$ cat src/rtl/multicycle_ctrl_hs.sv
// Multi-cycle RV32I main controller with mem_req/mem_ready wait states, memory timeout and sticky FAULT.
// Optional perf counters (cycle_cnt, instret_cnt) are built when CTRL_PERF_CNT_EN is defined.
module multicycle_ctrl_hs #(
    parameter int unsigned MEM_TIMEOUT = 255,
    parameter int unsigned WAIT_W      = 8
`ifdef CTRL_PERF_CNT_EN
    ,
    parameter int unsigned CNT_W       = 32
`endif
) (
    input  logic             clk,
    input  logic             rst,
    input  logic [6:0]       opc,
    input  logic [2:0]       f3,
    input  logic [6:0]       f7,
    input  logic             zero,
    input  logic             neg,
    input  logic             mem_ready,
    output logic             mem_req,
    output logic             PCWrite,
    output logic             adrSrc,
    output logic             memWrite,
    output logic             IRWrite,
    output logic             regWrite,
    output logic [1:0]       resultSrc,
    output logic [1:0]       ALUSrcA,
    output logic [1:0]       ALUSrcB,
    output logic [2:0]       ALUControl,
    output logic [2:0]       immSrc,
    output logic             fault
`ifdef CTRL_PERF_CNT_EN
    ,
    output logic [CNT_W-1:0] cycle_cnt,
    output logic [CNT_W-1:0] instret_cnt
`endif
);

    localparam logic [6:0] OPC_R    = 7'b0110011;
    localparam logic [6:0] OPC_I    = 7'b0010011;
    localparam logic [6:0] OPC_LD   = 7'b0000011;
    localparam logic [6:0] OPC_ST   = 7'b0100011;
    localparam logic [6:0] OPC_BR   = 7'b1100011;
    localparam logic [6:0] OPC_JAL  = 7'b1101111;
    localparam logic [6:0] OPC_JALR = 7'b1100111;
    localparam logic [6:0] OPC_LUI  = 7'b0110111;

    localparam logic [2:0] ALU_ADD = 3'b000;
    localparam logic [2:0] ALU_SUB = 3'b001;
    localparam logic [2:0] ALU_AND = 3'b010;
    localparam logic [2:0] ALU_OR  = 3'b011;
    localparam logic [2:0] ALU_SLT = 3'b100;
    localparam logic [2:0] ALU_XOR = 3'b101;

    localparam logic [2:0] IMM_I = 3'b000;
    localparam logic [2:0] IMM_S = 3'b001;
    localparam logic [2:0] IMM_B = 3'b010;
    localparam logic [2:0] IMM_J = 3'b011;
    localparam logic [2:0] IMM_U = 3'b100;

    typedef enum logic [3:0] {
        FETCH, DECODE, EXEC_R, EXEC_I, ALU_WB, MEM_ADR, MEM_RD, MEM_WB,
        MEM_WR, BRANCH, JAL, JALR_A, JALR_L, LUI, FAULT
    } state_t;

    state_t            state_q, state_d;
    logic [WAIT_W-1:0] wait_q;
    logic              wait_hit;
    logic [2:0]        alu_f3;
    logic              alu_f3_ok;
    logic              unused_f7;

    assign unused_f7 = ^{f7[6], f7[4:0]};

    // Timeout fires only when the limit is reached and memory is still not ready.
    assign wait_hit = (MEM_TIMEOUT != 0) && (wait_q == WAIT_W'(MEM_TIMEOUT)) && !mem_ready;

    // f3 -> ALU op for EXEC_R / EXEC_I; unsupported f3 flags an illegal encoding
    always_comb begin
        alu_f3    = ALU_ADD;
        alu_f3_ok = 1'b1;
        case (f3)
            3'b000:  alu_f3 = (state_q == EXEC_R && f7[5]) ? ALU_SUB : ALU_ADD;
            3'b100:  alu_f3 = ALU_XOR;
            3'b110:  alu_f3 = ALU_OR;
            3'b111:  alu_f3 = ALU_AND;
            3'b010:  alu_f3 = ALU_SLT;
            default: alu_f3_ok = 1'b0;
        endcase
    end

    // Next-state and control outputs
    always_comb begin
        state_d    = state_q;
        mem_req    = 1'b0;
        PCWrite    = 1'b0;
        adrSrc     = 1'b0;
        memWrite   = 1'b0;
        IRWrite    = 1'b0;
        regWrite   = 1'b0;
        resultSrc  = 2'b00;
        ALUSrcA    = 2'b00;
        ALUSrcB    = 2'b00;
        ALUControl = ALU_ADD;
        immSrc     = IMM_I;
        fault      = 1'b0;
        case (state_q)
            FETCH: begin
                mem_req   = 1'b1;
                ALUSrcB   = 2'b10;
                resultSrc = 2'b10;
                if (mem_ready) begin
                    IRWrite = 1'b1;
                    PCWrite = 1'b1;
                    state_d = DECODE;
                end else if (wait_hit) begin
                    state_d = FAULT;
                end
            end
            DECODE: begin
                ALUSrcA = 2'b01;
                ALUSrcB = 2'b01;
                immSrc  = (opc == OPC_JAL) ? IMM_J : IMM_B;
                case (opc)
                    OPC_R:            state_d = EXEC_R;
                    OPC_I:            state_d = EXEC_I;
                    OPC_LD, OPC_ST:   state_d = MEM_ADR;
                    OPC_BR:           state_d = BRANCH;
                    OPC_JAL:          state_d = JAL;
                    OPC_JALR:         state_d = JALR_A;
                    OPC_LUI:          state_d = LUI;
                    default:          state_d = FAULT;
                endcase
            end
            EXEC_R: begin
                ALUSrcA    = 2'b10;
                ALUControl = alu_f3;
                state_d    = alu_f3_ok ? ALU_WB : FAULT;
            end
            EXEC_I: begin
                ALUSrcA    = 2'b10;
                ALUSrcB    = 2'b01;
                ALUControl = alu_f3;
                state_d    = alu_f3_ok ? ALU_WB : FAULT;
            end
            ALU_WB: begin
                regWrite = 1'b1;
                state_d  = FETCH;
            end
            MEM_ADR: begin
                ALUSrcA = 2'b10;
                ALUSrcB = 2'b01;
                immSrc  = (opc == OPC_ST) ? IMM_S : IMM_I;
                state_d = (opc == OPC_ST) ? MEM_WR : MEM_RD;
            end
            MEM_RD: begin
                mem_req = 1'b1;
                adrSrc  = 1'b1;
                if (mem_ready)     state_d = MEM_WB;
                else if (wait_hit) state_d = FAULT;
            end
            MEM_WB: begin
                regWrite  = 1'b1;
                resultSrc = 2'b01;
                state_d   = FETCH;
            end
            MEM_WR: begin
                mem_req  = 1'b1;
                memWrite = 1'b1;
                adrSrc   = 1'b1;
                if (mem_ready)     state_d = FETCH;
                else if (wait_hit) state_d = FAULT;
            end
            BRANCH: begin
                ALUSrcA    = 2'b10;
                ALUControl = ALU_SUB;
                state_d    = FETCH;
                case (f3)
                    3'b000:  PCWrite = zero;
                    3'b001:  PCWrite = !zero;
                    3'b100:  PCWrite = neg;
                    3'b101:  PCWrite = !neg;
                    default: state_d = FAULT;
                endcase
            end
            JAL, JALR_L: begin
                PCWrite = 1'b1;
                ALUSrcA = 2'b01;
                ALUSrcB = 2'b10;
                state_d = ALU_WB;
            end
            JALR_A: begin
                ALUSrcA = 2'b10;
                ALUSrcB = 2'b01;
                state_d = JALR_L;
            end
            LUI: begin
                regWrite  = 1'b1;
                resultSrc = 2'b11;
                immSrc    = IMM_U;
                state_d   = FETCH;
            end
            FAULT: begin
                fault = 1'b1;
            end
            default: state_d = FAULT;
        endcase
        // Reset forces every output low and aborts any access in flight
        if (rst) begin
            state_d    = FETCH;
            mem_req    = 1'b0;
            PCWrite    = 1'b0;
            adrSrc     = 1'b0;
            memWrite   = 1'b0;
            IRWrite    = 1'b0;
            regWrite   = 1'b0;
            resultSrc  = 2'b00;
            ALUSrcA    = 2'b00;
            ALUSrcB    = 2'b00;
            ALUControl = ALU_ADD;
            immSrc     = IMM_I;
            fault      = 1'b0;
        end
    end

    // State register and wait counter; any state change starts a fresh wait window
    always_ff @(posedge clk) begin
        if (rst) begin
            state_q <= FETCH;
            wait_q  <= '0;
        end else begin
            state_q <= state_d;
            if (state_d != state_q)
                wait_q <= '0;
            else if (mem_req && !mem_ready)
                wait_q <= wait_q + WAIT_W'(1);
        end
    end

`ifdef CTRL_PERF_CNT_EN
    // Retirement is counted as any return to FETCH; FAULT never returns, so it freezes there
    always_ff @(posedge clk) begin
        if (rst) begin
            cycle_cnt   <= '0;
            instret_cnt <= '0;
        end else begin
            cycle_cnt <= cycle_cnt + CNT_W'(1);
            if (state_q != FETCH && state_d == FETCH)
                instret_cnt <= instret_cnt + CNT_W'(1);
        end
    end
`endif

endmodule
$ cat config.mk
export PLATFORM = sky130hd
export DESIGN_NAME = multicycle_ctrl_hs
export DESIGN_NICKNAME = d
export VERILOG_FILES = /design/src/rtl/multicycle_ctrl_hs.sv
export SDC_FILE = /design/constraint.sdc
export NUM_CORES = 1
export LEC_CHECK = 0
export CORE_ASPECT_RATIO = 0.8
export CORE_MARGIN = 2
export CORE_UTILIZATION = 51
export DETAILED_ROUTE_END_ITERATION = 6
export PLACE_DENSITY = 0.91
export SYNTH_ARGS = -nofsm -noshare
export SYNTH_HDL_FRONTEND = slang
export SYNTH_SLANG_ARGS = --single-unit
$ cat constraint.sdc
create_clock -name clk -period 3.8 [get_ports clk]
set_input_delay 0.57 -clock clk [delete_from_list [all_inputs] [get_ports clk]]
set_output_delay 0.57 -clock clk [all_outputs]
set_load 0.01 [all_outputs]
==> impl_metrics.yaml <==
detailed_routing:
  drt-pass1-iter-count: 5
  remaining_number_of_nets_flagged_by_the_antenna_check_after_routing: 0
  drt_iter0_markers: 138
  wl_um: 3520
  avgRoutedWirePerCell_um: 13.7
  remaining_drc_errors: 0
  vias_per_cell: 6.03
  vias: 1543
timing:
  timing.final.setup_violations: 0
  whs_ps: 533
  rsz0062_at_grt: "false"
  tightest_slew_ps: 818
  slew_violations: 0
  setup-tns-final_ps: 0
  period_minus_slack_ps: 3210
  maxClockFrequency_mhz: 312
  slew_headroom: 0.454
  clock-skew-final_ps: 5.38
  final_min_period_over_clock_period: 0.844
  timing.final.hold_violations: 0
min_path:
  worstHoldPathType: "reg2reg"
clock_tree:
  clock_insertion_delay_worst_skew_ps: 260
  cts-resized-gates: 0
  clk_pin_slew_worst_paths_ps: 70
  hold_fix_buffers_at_cts: 0
  clock-sinks: 12
  tritoncts: "built"
  htree_num_levels: 1
  setup_fix_bufs_post_cts: 0
  root_buffer: "sky130_fd_sc_hd__clkbuf_4"
  max-clock-path-buffers: 2
  numCtsBuffers: 3
global_routing:
  grt_total_ovfl: 0
  gr-usage-met2: 0.369
  globalRouteMet1Util: 0.311
  gr-usage-met3: 0.0441
  globalRouteTotalUtil: 0.223
  grt_first_pass_wirelength_um: 5810
  busiest_layer: "met2"
  pin_count_of_the_biggest_net_entering_global_routing: 25
  antenna_violations_before_repair: 0
  vias_in_the_first_global_route: 1322
placed_design:
  finalWeightedCongestion: 0.893
  placed_cells_incl_taps: 253
  place.detailed.hpwl_um: 2640
  port_buffers: 34
die:
  fp-row-count: 17
  die_w_um: 62.7
  core_region_area_um2: 2680
  fp.dieH_um: 51.0
  floorplan.die_area_um2: 3200
  floorplan.initialDensity: 0.525
  boundaryPins: 41
yosys:
  synthesis.instances: 193
  ys_top_cells_by_area: "sky130_fd_sc_hd__dfxtp_1, sky130_fd_sc_hd__nor3_1, sky130_fd_sc_hd__xnor2_1, sky130_fd_sc_hd__nand2_1, sky130_fd_sc_hd__nor2_1"
  synthesis.nets: 216
  synth_flop_type: "sky130_fd_sc_hd__dfxtp_1"
  yosysWarningCount: 0
  seq_area_frac_synth: 0.171
  synthesis.area_um2: 1410
  synth_top_area_share: 0.171
  synth_edf_count: 0
  netlist-cell-type-count: 61
  postSynthAreaPerCell_um2: 7.29
  cell_type_contributing_the_most_total_cell_area_after_synthesis: "sky130_fd_sc_hd__dfxtp_1"
  yosysMostFrequentCell: "sky130_fd_sc_hd__nor3_1"
  synth.ff_latch_count: 12
  commonest_cells_post_synth: "sky130_fd_sc_hd__nor3_1, sky130_fd_sc_hd__nand2_1, sky130_fd_sc_hd__nor2_1"
  share_of_async_settable_or_async_resettable_flops_after_synthesis: 0
pwr:
  power.density_cell_area_nw_per_um2: 523
  cellLeakagePower_uw: 0.000596
  total_power_uw: 910
  p_comb_frac: 0.651
  worst_ir_drop_on_vdd_mv: 0.209
  netSwitchingPower_uw: 463
  seq_power_share: 0.269
  power.internal_uw: 446
  swShare: 0.509
  p_clk_frac: 0.079
setup_path:
  startpoint_type_of_the_worst_setup_path: "input pin"
  timing_worst_setup_path_type: "in2out"
  cp_data_required_time_ps: 3230
  crit_fanout: 8
  critical_path.endpoint_type: "output pin"
  cp_data_arrival_time_ps: 2640
finish:
  syn_to_final_growth_pct: 23.6
  diodes: 0
  final_core_util: 0.648
  layout.cells.non_filler: 256
  design.final.nets: 243
  drive_gt1_frac: 0.0734
  fillers: 259
flow_run:
  cap_violations: 0
status:
  status: "finished clean"
[kinds of logic after synthesis]
group | after synthesis | share of synthesized area
XOR/XNOR | 10 | 0.0623
AND/OR/NAND/NOR | 99 | 0.390
multiplexers | 6 | 0.0463
adder cells (fa/ha/maj) | 1 | 0.00890
AO/OA/AOI/OAI | 44 | 0.239
flip-flops | 12 | 0.171
buffers and inverters | 21 | 0.0827
[power by group through the flow]
stage / Clock (uW) / Sequential, uW / Combinational [uW]
after floorplan: 0 / 162 / 498
after global placement: 0 / 241 / 579
after detailed placement: 0 / 242 / 588
after CTS: 74.8 / 240 / 590
after global routing: 80.4 / 251 / 649
final: 72.3 / 245 / 593
[worst paths after layout]
path / start / end / slack [ps] / cells past startpoint
setup reg to reg: state_q[2] / wait_q[6] / 1250 / 6
hold / removal: wait_q[4] / wait_q[4] / 530 / 2
hold reg to reg: wait_q[4] / wait_q[4] / 530 / 2
setup / recovery: rst / PCWrite / 590 / 7
[metal layers]
layer | part of all wire | wire length (um)
met1 | 0.48 | 1680
met2 | 0.44 | 1540
met5 | 0 | 0
met4 | 0.0040 | 14
met3 | 0.079 | 278
[flip-flops by register name (all words and copies together) (netlist names)]
register / cells
wait_q: 8
state_q: 4
[worst max-delay path, cell delays in order]
cell and delay (ps):
sky130_fd_sc_hd__clkdlybuf4s50_1 420, sky130_fd_sc_hd__or2_1 360, sky130_fd_sc_hd__nor2_1 140, sky130_fd_sc_hd__nand3_1 110, sky130_fd_sc_hd__or3_1 390, sky130_fd_sc_hd__o31ai_1 70
sky130_fd_sc_hd__clkdlybuf4s50_1 570
[cells in the final DEF, fill, tap and decap left out, types with 7 or more instances in the layout]
| cell type | synthesis | layout |
|---|---|---|
| sky130_fd_sc_hd__clkdlybuf4s50_1 | 0 | 34 |
| sky130_fd_sc_hd__nor3_1 | 23 | 23 |
| sky130_fd_sc_hd__nand2_1 | 15 | 15 |
| sky130_fd_sc_hd__nor2_1 | 15 | 15 |
| sky130_fd_sc_hd__dfxtp_1 | 12 | 12 |
| sky130_fd_sc_hd__a21oi_1 | 11 | 11 |
| sky130_fd_sc_hd__nand3_1 | 8 | 8 |
| sky130_fd_sc_hd__inv_1 | 7 | 7 |
| sky130_fd_sc_hd__xnor2_1 | 7 | 7 |
[cell type report]
cell class,instances,area [um^2],area share
Clock buffer,3,22.5,0.0130
Sequential cell,12,240,0.138
Timing Repair Buffer,35,348,0.200
Inverter,8,30.0,0.0173
Multi-Input combinational cell,160,1050,0.604
Tap cell,38,47.5,0.0274
[metrics by stage]
step / setup WS (ps) / cell area (um^2)
final: 591 / 1740
after global routing: 468 / 1740
after CTS: 580 / 1740
after detailed placement: 593 / 1720
after global placement: 619 / 1720
after floorplan: 1530 / 1410
Power figures use the tool's default switching activity.
